===== src/rtl/program_loader_if.sv =====
// program_loader_if
// Groups the loader's byte-stream handshake, reload request, ROM write port
// and CPU boot status into one bundle.
//   master : the side feeding bytes (UART receiver / bench); drives in_data,
//            in_valid and reload, observes everything else.
//   slave  : the loader itself.
// Signals:
//   in_data[7:0], in_valid, in_ready  byte handshake (transfer on valid&ready)
//   reload                            one-cycle restart request
//   rom_wren, rom_address, rom_write_data  instruction ROM write port
//   cpu_reset_n, done, error          boot status
//   words_loaded                      words written so far in this load
interface program_loader_if #(
  parameter int ROM_ADDRESS_BITWIDTH = 10
);
  logic [7:0]                      in_data;
  logic                            in_valid;
  logic                            in_ready;
  logic                            reload;
  logic                            rom_wren;
  logic [ROM_ADDRESS_BITWIDTH-1:0] rom_address;
  logic [31:0]                     rom_write_data;
  logic                            cpu_reset_n;
  logic                            done;
  logic                            error;
  logic [ROM_ADDRESS_BITWIDTH:0]   words_loaded;

  modport master (
    output in_data, in_valid, reload,
    input  in_ready, rom_wren, rom_address, rom_write_data,
    input  cpu_reset_n, done, error, words_loaded
  );

  modport slave (
    input  in_data, in_valid, reload,
    output in_ready, rom_wren, rom_address, rom_write_data,
    output cpu_reset_n, done, error, words_loaded
  );
endinterface


===== src/rtl/program_loader.sv =====
// program_loader
// Boot-time loader between the UART receiver and the CPU instruction ROM.
// Stream: 4-byte word count N, N data words, 4-byte additive checksum, all
// little-endian. Each data word is written to ROM address k for word k; once
// the checksum matches, the CPU is released from reset.
// Ports:
//   clk    rising-edge clock
//   reset  asynchronous active-high reset
//   bus    program_loader_if.slave (byte handshake, reload, ROM write port,
//          cpu_reset_n / done / error / words_loaded)
module program_loader #(
  parameter int ROM_ADDRESS_BITWIDTH = 10
) (
  input logic             clk,
  input logic             reset,
  program_loader_if.slave bus
);
  localparam int          AW       = ROM_ADDRESS_BITWIDTH;
  localparam logic [32:0] CAPACITY = 33'd1 << AW;

  typedef enum logic [2:0] {
    RECV_LEN,
    RECV_WORD,
    WRITE,
    RECV_SUM,
    DONE,
    ERROR
  } state_t;

  state_t        r_state;
  state_t        w_nextState;
  logic [1:0]    r_byteIdx;
  logic [23:0]   r_assembly;
  logic [AW:0]   r_length;
  logic [AW:0]   r_wordsLoaded;
  logic [31:0]   r_accum;
  logic [31:0]   r_writeData;
  logic [AW-1:0] r_romAddress;
  logic          r_done;
  logic          r_error;
  logic          r_cpuResetN;

  logic          w_recvState;
  logic          w_accept;
  logic          w_lastByte;
  logic [31:0]   w_fullWord;
  logic [AW:0]   w_wordsNext;
  logic          w_lenOverflow;

  // Byte acceptance: only while collecting a field, never during a reload
  // request, and never while reset is held.
  assign w_recvState = (r_state == RECV_LEN) || (r_state == RECV_WORD) ||
                       (r_state == RECV_SUM);
  assign bus.in_ready = w_recvState && !reset && !bus.reload;
  assign w_accept     = bus.in_valid && bus.in_ready;
  assign w_lastByte   = w_accept && (r_byteIdx == 2'd3);

  // The 4th byte is the MSB lane, so the complete field is available
  // combinationally in the cycle it arrives and decisions need no extra cycle.
  assign w_fullWord    = {bus.in_data, r_assembly};
  assign w_wordsNext   = r_wordsLoaded + (AW+1)'(1);
  assign w_lenOverflow = {1'b0, w_fullWord} > CAPACITY;

  assign bus.rom_address    = r_romAddress;
  assign bus.rom_write_data = r_writeData;
  assign bus.words_loaded   = r_wordsLoaded;
  assign bus.done           = r_done;
  assign bus.error          = r_error;
  assign bus.cpu_reset_n    = r_cpuResetN;

  // Next-state logic and the ROM write strobe. reload overrides every state.
  always_comb begin
    w_nextState  = r_state;
    bus.rom_wren = 1'b0;
    unique case (r_state)
      RECV_LEN: begin
        if (w_lastByte) begin
          if (w_lenOverflow) begin
            w_nextState = ERROR;
          end else if (w_fullWord == 32'd0) begin
            w_nextState = RECV_SUM;
          end else begin
            w_nextState = RECV_WORD;
          end
        end
      end
      RECV_WORD: begin
        if (w_lastByte) begin
          w_nextState = WRITE;
        end
      end
      WRITE: begin
        bus.rom_wren = 1'b1;
        w_nextState  = (w_wordsNext == r_length) ? RECV_SUM : RECV_WORD;
      end
      RECV_SUM: begin
        if (w_lastByte) begin
          w_nextState = (w_fullWord == r_accum) ? DONE : ERROR;
        end
      end
      DONE:    w_nextState = DONE;
      ERROR:   w_nextState = ERROR;
      default: w_nextState = RECV_LEN;
    endcase
    if (bus.reload) begin
      w_nextState = RECV_LEN;
    end
  end

  // State register.
  always_ff @(posedge clk or posedge reset) begin
    if (reset) begin
      r_state <= RECV_LEN;
    end else begin
      r_state <= w_nextState;
    end
  end

  // Datapath: byte assembly, latched word count, write-port registers,
  // checksum accumulator and the boot status flags. The status flags follow
  // the next state, so done/cpu_reset_n rise at the same edge that accepts
  // the final checksum byte.
  always_ff @(posedge clk or posedge reset) begin
    if (reset) begin
      r_byteIdx     <= 2'd0;
      r_assembly    <= 24'd0;
      r_length      <= '0;
      r_wordsLoaded <= '0;
      r_accum       <= 32'd0;
      r_writeData   <= 32'd0;
      r_romAddress  <= '0;
      r_done        <= 1'b0;
      r_error       <= 1'b0;
      r_cpuResetN   <= 1'b0;
    end else begin
      r_done      <= (w_nextState == DONE);
      r_error     <= (w_nextState == ERROR);
      r_cpuResetN <= (w_nextState == DONE);
      if (bus.reload) begin
        r_byteIdx     <= 2'd0;
        r_length      <= '0;
        r_wordsLoaded <= '0;
        r_accum       <= 32'd0;
      end else begin
        if (w_accept) begin
          // The index wraps to 0 after the 4th byte, which starts the next field.
          r_byteIdx <= r_byteIdx + 2'd1;
          case (r_byteIdx)
            2'd0:    r_assembly[7:0]   <= bus.in_data;
            2'd1:    r_assembly[15:8]  <= bus.in_data;
            2'd2:    r_assembly[23:16] <= bus.in_data;
            default: ;
          endcase
        end
        if (w_lastByte && (r_state == RECV_LEN)) begin
          r_length <= w_fullWord[AW:0];
        end
        if (w_lastByte && (r_state == RECV_WORD)) begin
          r_writeData  <= w_fullWord;
          r_romAddress <= r_wordsLoaded[AW-1:0];
        end
        if (r_state == WRITE) begin
          r_accum       <= r_accum + r_writeData;
          r_wordsLoaded <= w_wordsNext;
        end
      end
    end
  end
endmodule


===== src/flat_wrapper.sv =====
// flat-port wrapper written by rule: the top's interface ports become plain ports
module program_loader_flat 
#(
  parameter int ROM_ADDRESS_BITWIDTH = 10
)
  (clk, reset, bus_in_data, bus_in_valid, bus_reload, bus_in_ready, bus_rom_wren, bus_rom_address, bus_rom_write_data, bus_cpu_reset_n, bus_done, bus_error, bus_words_loaded);
  program_loader_if #(.ROM_ADDRESS_BITWIDTH(ROM_ADDRESS_BITWIDTH)) bus_i ();
  input logic clk;
  input logic reset;
  input wire logic [$bits(bus_i.in_data)-1:0] bus_in_data;
  input wire logic [$bits(bus_i.in_valid)-1:0] bus_in_valid;
  input wire logic [$bits(bus_i.reload)-1:0] bus_reload;
  output wire logic [$bits(bus_i.in_ready)-1:0] bus_in_ready;
  output wire logic [$bits(bus_i.rom_wren)-1:0] bus_rom_wren;
  output wire logic [$bits(bus_i.rom_address)-1:0] bus_rom_address;
  output wire logic [$bits(bus_i.rom_write_data)-1:0] bus_rom_write_data;
  output wire logic [$bits(bus_i.cpu_reset_n)-1:0] bus_cpu_reset_n;
  output wire logic [$bits(bus_i.done)-1:0] bus_done;
  output wire logic [$bits(bus_i.error)-1:0] bus_error;
  output wire logic [$bits(bus_i.words_loaded)-1:0] bus_words_loaded;
  assign bus_i.in_data = bus_in_data;
  assign bus_i.in_valid = bus_in_valid;
  assign bus_i.reload = bus_reload;
  assign bus_in_ready = bus_i.in_ready;
  assign bus_rom_wren = bus_i.rom_wren;
  assign bus_rom_address = bus_i.rom_address;
  assign bus_rom_write_data = bus_i.rom_write_data;
  assign bus_cpu_reset_n = bus_i.cpu_reset_n;
  assign bus_done = bus_i.done;
  assign bus_error = bus_i.error;
  assign bus_words_loaded = bus_i.words_loaded;
  program_loader #(.ROM_ADDRESS_BITWIDTH(ROM_ADDRESS_BITWIDTH)) u_core (.clk(clk), .reset(reset), .bus(bus_i));
endmodule

===== config.mk =====
export PLATFORM = sky130hd
export DESIGN_NAME = program_loader_flat
export DESIGN_NICKNAME = d
export VERILOG_FILES = /design/src/rtl/program_loader_if.sv /design/src/rtl/program_loader.sv /design/src/flat_wrapper.sv
export SDC_FILE = /design/constraint.sdc
export NUM_CORES = 1
export LEC_CHECK = 0
export ABC_AREA = 0
export BUFFER_PORTS_ARGS = -buffer_cell sky130_fd_sc_hd__clkbuf_2
export CAP_MARGIN = 10
export CORE_ASPECT_RATIO = 0.75
export CORE_MARGIN = 4
export CORE_UTILIZATION = 54
export DETAILED_ROUTE_END_ITERATION = 7
export GPL_ROUTABILITY_DRIVEN = 1
export GPL_TIMING_DRIVEN = 0
export MAX_ROUTING_LAYER = met4
export PLACE_DENSITY = 0.86
export SETUP_SLACK_MARGIN = 0.5
export SYNTH_ARGS = -nofsm -noshare
export SYNTH_HDL_FRONTEND = slang
export SYNTH_SLANG_ARGS = --single-unit

===== constraint.sdc =====
create_clock -name clk -period 4.5 [get_ports clk]
set_input_delay 0.9 -clock clk [delete_from_list [all_inputs] [get_ports clk]]
set_output_delay 0.9 -clock clk [all_outputs]
set_load 0.02 [all_outputs]

==> flow_summary.toml <==
[run_status]
outcome = "completed"

[grt]
grt_pass1_wl_um = 32900
antenna_found_initial = 0
grt_max_degree = 44
grt.total_usage_pct = 28.1
grt_pass1_vias = 6083
grt_overflow = 0

[die]
core_area_mm2 = 0.0132
ios = 70
dieArea_mm2 = 0.0157
die_h_um = 110
die_w_um = 143
std_cell_rows = 36
initial_core_util_pct = 56.1

[sta]
fin_skew_ns = 0.0105
holdWs_ns = 0.502
fin_crit_ns = 3.85
rsz0062_at_grt = "no"
drv_slew = 0
max_freq_mhz = 259
maxSlewHeadroom_pct = 47.2
finalHoldViolations = 0
finalCritPeriodShare_pct = 85.7
setup_violations = 0
worst_pin_slew_ns = 0.792
setup-tns-final_ns = 0

[clocking]
post_cts_resized = 0
clock-root-buffer = "clkbuf_16"
cts_tree = "built"
clock_path_buffers = 2
cts.reportedPaths.clkPinSlew_ns = 0.05
cts_setup_buffers = 0
hold_buffers = 0
cts-htree-levels = 4
clk-insertion-delay-late_ns = 0.43
cts.sinks = 127
cts_made_buffers = 17

[hold_path]
hold_class = "reg -> reg"

[yosys]
yosys_register_bits = 127
synthArstFlopShare_pct = 100
synth_cell_types = 66
syn_area_per_cell_um2 = 10.1
yosysSeqAreaShare_pct = 42.8
synth_edf_count = 0
synth_flop_cell = "dfrtp_1"
syn_area_mm2 = 0.00743
syn-num-nets = 784
synth_cells = 735
yosys_warnings = 0

[final_layout]
fin_nets = 875
fillers = 1060
drive_above_1_share_pct = 22.7
area_delta_synth_final_pct = 15.8
layout_common_cells = "dfrtp_1 (127), nand2_1 (104), clkbuf_2 (70)"
num_antenna_cells = 0
final_common_cell = "dfrtp_1"

[setup_path]
critical_path_class = "reg -> out"
cp.required_ns = 3.60
crit_arrival_ns = 2.95
cp_max_fo = 10
end_kind = "output port"
crit_path_start_kind = "flop"

[pwr]
cellLeakagePower_nw = 4.17
vdd_ir_drop_max_uv = 293
power.density_mw_per_mm2 = 329

[detailed_routing]
num_vias = 6269
drc = 0
antenna_left = 0
vias_per_cell = 6.21
wl_per_cell_um = 20.3
drt_iter0_drc = 616
first_pass_iters = 7
routed_wirelength_um = 20500

[placed_design]
gp_congestion = 1.00
io_buffers = 69
hpwl_um = 14800

[flow_run]
maxCapViolCount = 0
==> critical path, stage by stage, from the launching register on <==
cell and delay (ns):
dfrtp_1 0.32, clkbuf_1 0.27, nand2b_1 0.13, or2_2 0.31, inv_1 0.10, clkbuf_1 0.49
buf_1 0.61, clkbuf_2 0.29
==> per-stage QoR <==
stage | std cells | area (um^2) | power, mW | util (%) | setup slack, ns
2_1_floorplan | 735 | 7430 | 1.41 | - | 1.63
3_3_place_gp | 975 | 7990 | 1.51 | 60.4 | 1.21
3_5_place_dp | 978 | 8050 | 1.53 | 60.8 | 1.18
4_1_cts | 1009 | 8600 | 2.82 | 65.0 | 0.733
5_1_grt | 1009 | 8600 | 2.90 | 65.0 | 0.509
6_report | 1009 | 8600 | 2.83 | 65.0 | 0.645
==> sequential cells by signal (all words and copies together), names as in the netlist, 2 cells and up <==
| register | count |
|---|---|
| u_core.bus.rom_address | 10 |
| u_core.r_length | 11 |
| u_core.r_state | 3 |
| u_core.r_accum | 32 |
| u_core.r_byteIdx | 2 |
| u_core.bus.words_loaded | 11 |
| u_core.r_assembly | 24 |
| u_core.bus.rom_write_data | 32 |
==> cell families (layout without fill, tap and decap cells) <==
family | Yosys count | in the layout | share of synthesized area, %
AND/OR/NAND/NOR | 218 | 218 | 13.7
flip-flops | 127 | 127 | 42.8
buffers and inverters | 48 | 151 | 2.58
AO/OA/AOI/OAI | 155 | 155 | 14.7
adder cells (fa/ha/maj) | 37 | 37 | 6.33
XOR/XNOR | 80 | 80 | 9.43
multiplexers | 70 | 70 | 10.6
==> power by group <==
part	internal, mW	switching [mW]	leakage [nW]
Clock	0.821	0.487	0.268
Sequential	1.20	0.105	1.74
Combinational	0.100	0.118	2.16
==> cell type report <==
| cell class | instances | area (um^2) | area share [%] |
|---|---|---|---|
| sequential | 127 | 3180 | 36.9 |
| clock inverter | 7 | 87.6 | 1.02 |
| multi-input combinational | 560 | 4060 | 47.2 |
| inverter | 14 | 56.3 | 0.655 |
| clock buffer | 24 | 462 | 5.37 |
| buffer | 34 | 139 | 1.61 |
| timing repair buffer | 72 | 405 | 4.71 |
| tap | 171 | 214 | 2.49 |
==> cell usage after synthesis (2+ instances only) <==
library cell,number,area share [%]
nor3b_1,2,0.20
nor4b_1,3,0.35
xnor2_1,59,7.0
buf_2,5,0.34
or4_1,2,0.20
o311ai_0,2,0.24
clkbuf_1,26,1.3
a211oi_1,4,0.40
o211ai_1,2,0.20
a31oi_1,10,0.84
o21ai_0,28,1.9
ha_1,36,6.1
o21a_1,5,0.51
or3_1,2,0.17
a21o_1,18,1.8
nand3_1,21,1.4
nand2b_1,3,0.25
a21oi_1,53,3.6
dfrtp_1,127,43
nor3_1,10,0.67
xor2_1,21,2.5
a211oi_2,3,0.51
and3_1,5,0.42
and2_1,2,0.17
nor2_1,29,1.5
nand4_1,14,1.2
mux2i_1,3,0.40
nor2b_1,3,0.25
mux2_2,67,10
inv_1,14,0.71
o311ai_2,2,0.44
a211o_1,2,0.24
nor4_1,12,1.0
a21o_2,2,0.24
o31ai_1,4,0.40
nand2_1,104,5.3
==> routing by layer <==
| metal | vias up | global-route usage, % | wire length [um] |
|---|---|---|---|
| met2 | 381 | 39.3 | 8460 |
| met1 | 3015 | 38.9 | 8950 |
| met3 | 57 | 9.52 | 2540 |
| met5 | - | - | 0 |
| met4 | 0 | 8.13 | 585 |
| li1 | 2816 | - | - |
==> path summary, 6_finish.rpt <==
kind	endpoint	slack (ns)	cells after the start	from
max reg2reg	u_core.r_accum[26]$_DFFE_PP0P_	1.19	10	u_core.bus.rom_write_data[0]$_DFFE_PP0P_
min in group asynchronous	u_core.r_accum[31]$_DFFE_PP0P_	0.53	2	reset
min reg2reg	u_core.bus.rom_address[6]$_DFFE_PP0P_	0.50	1	u_core.bus.rom_address[6]$_DFFE_PP0P_
max in group asynchronous	u_core.bus.rom_write_data[11]$_DFFE_PP0P_	3.38	3	reset
min	u_core.bus.rom_address[6]$_DFFE_PP0P_	0.50	1	u_core.bus.rom_address[6]$_DFFE_PP0P_
max	bus_rom_wren	0.65	7	u_core.r_state[1]$_DFF_PP0_
(Power assumes the default switching activity.)
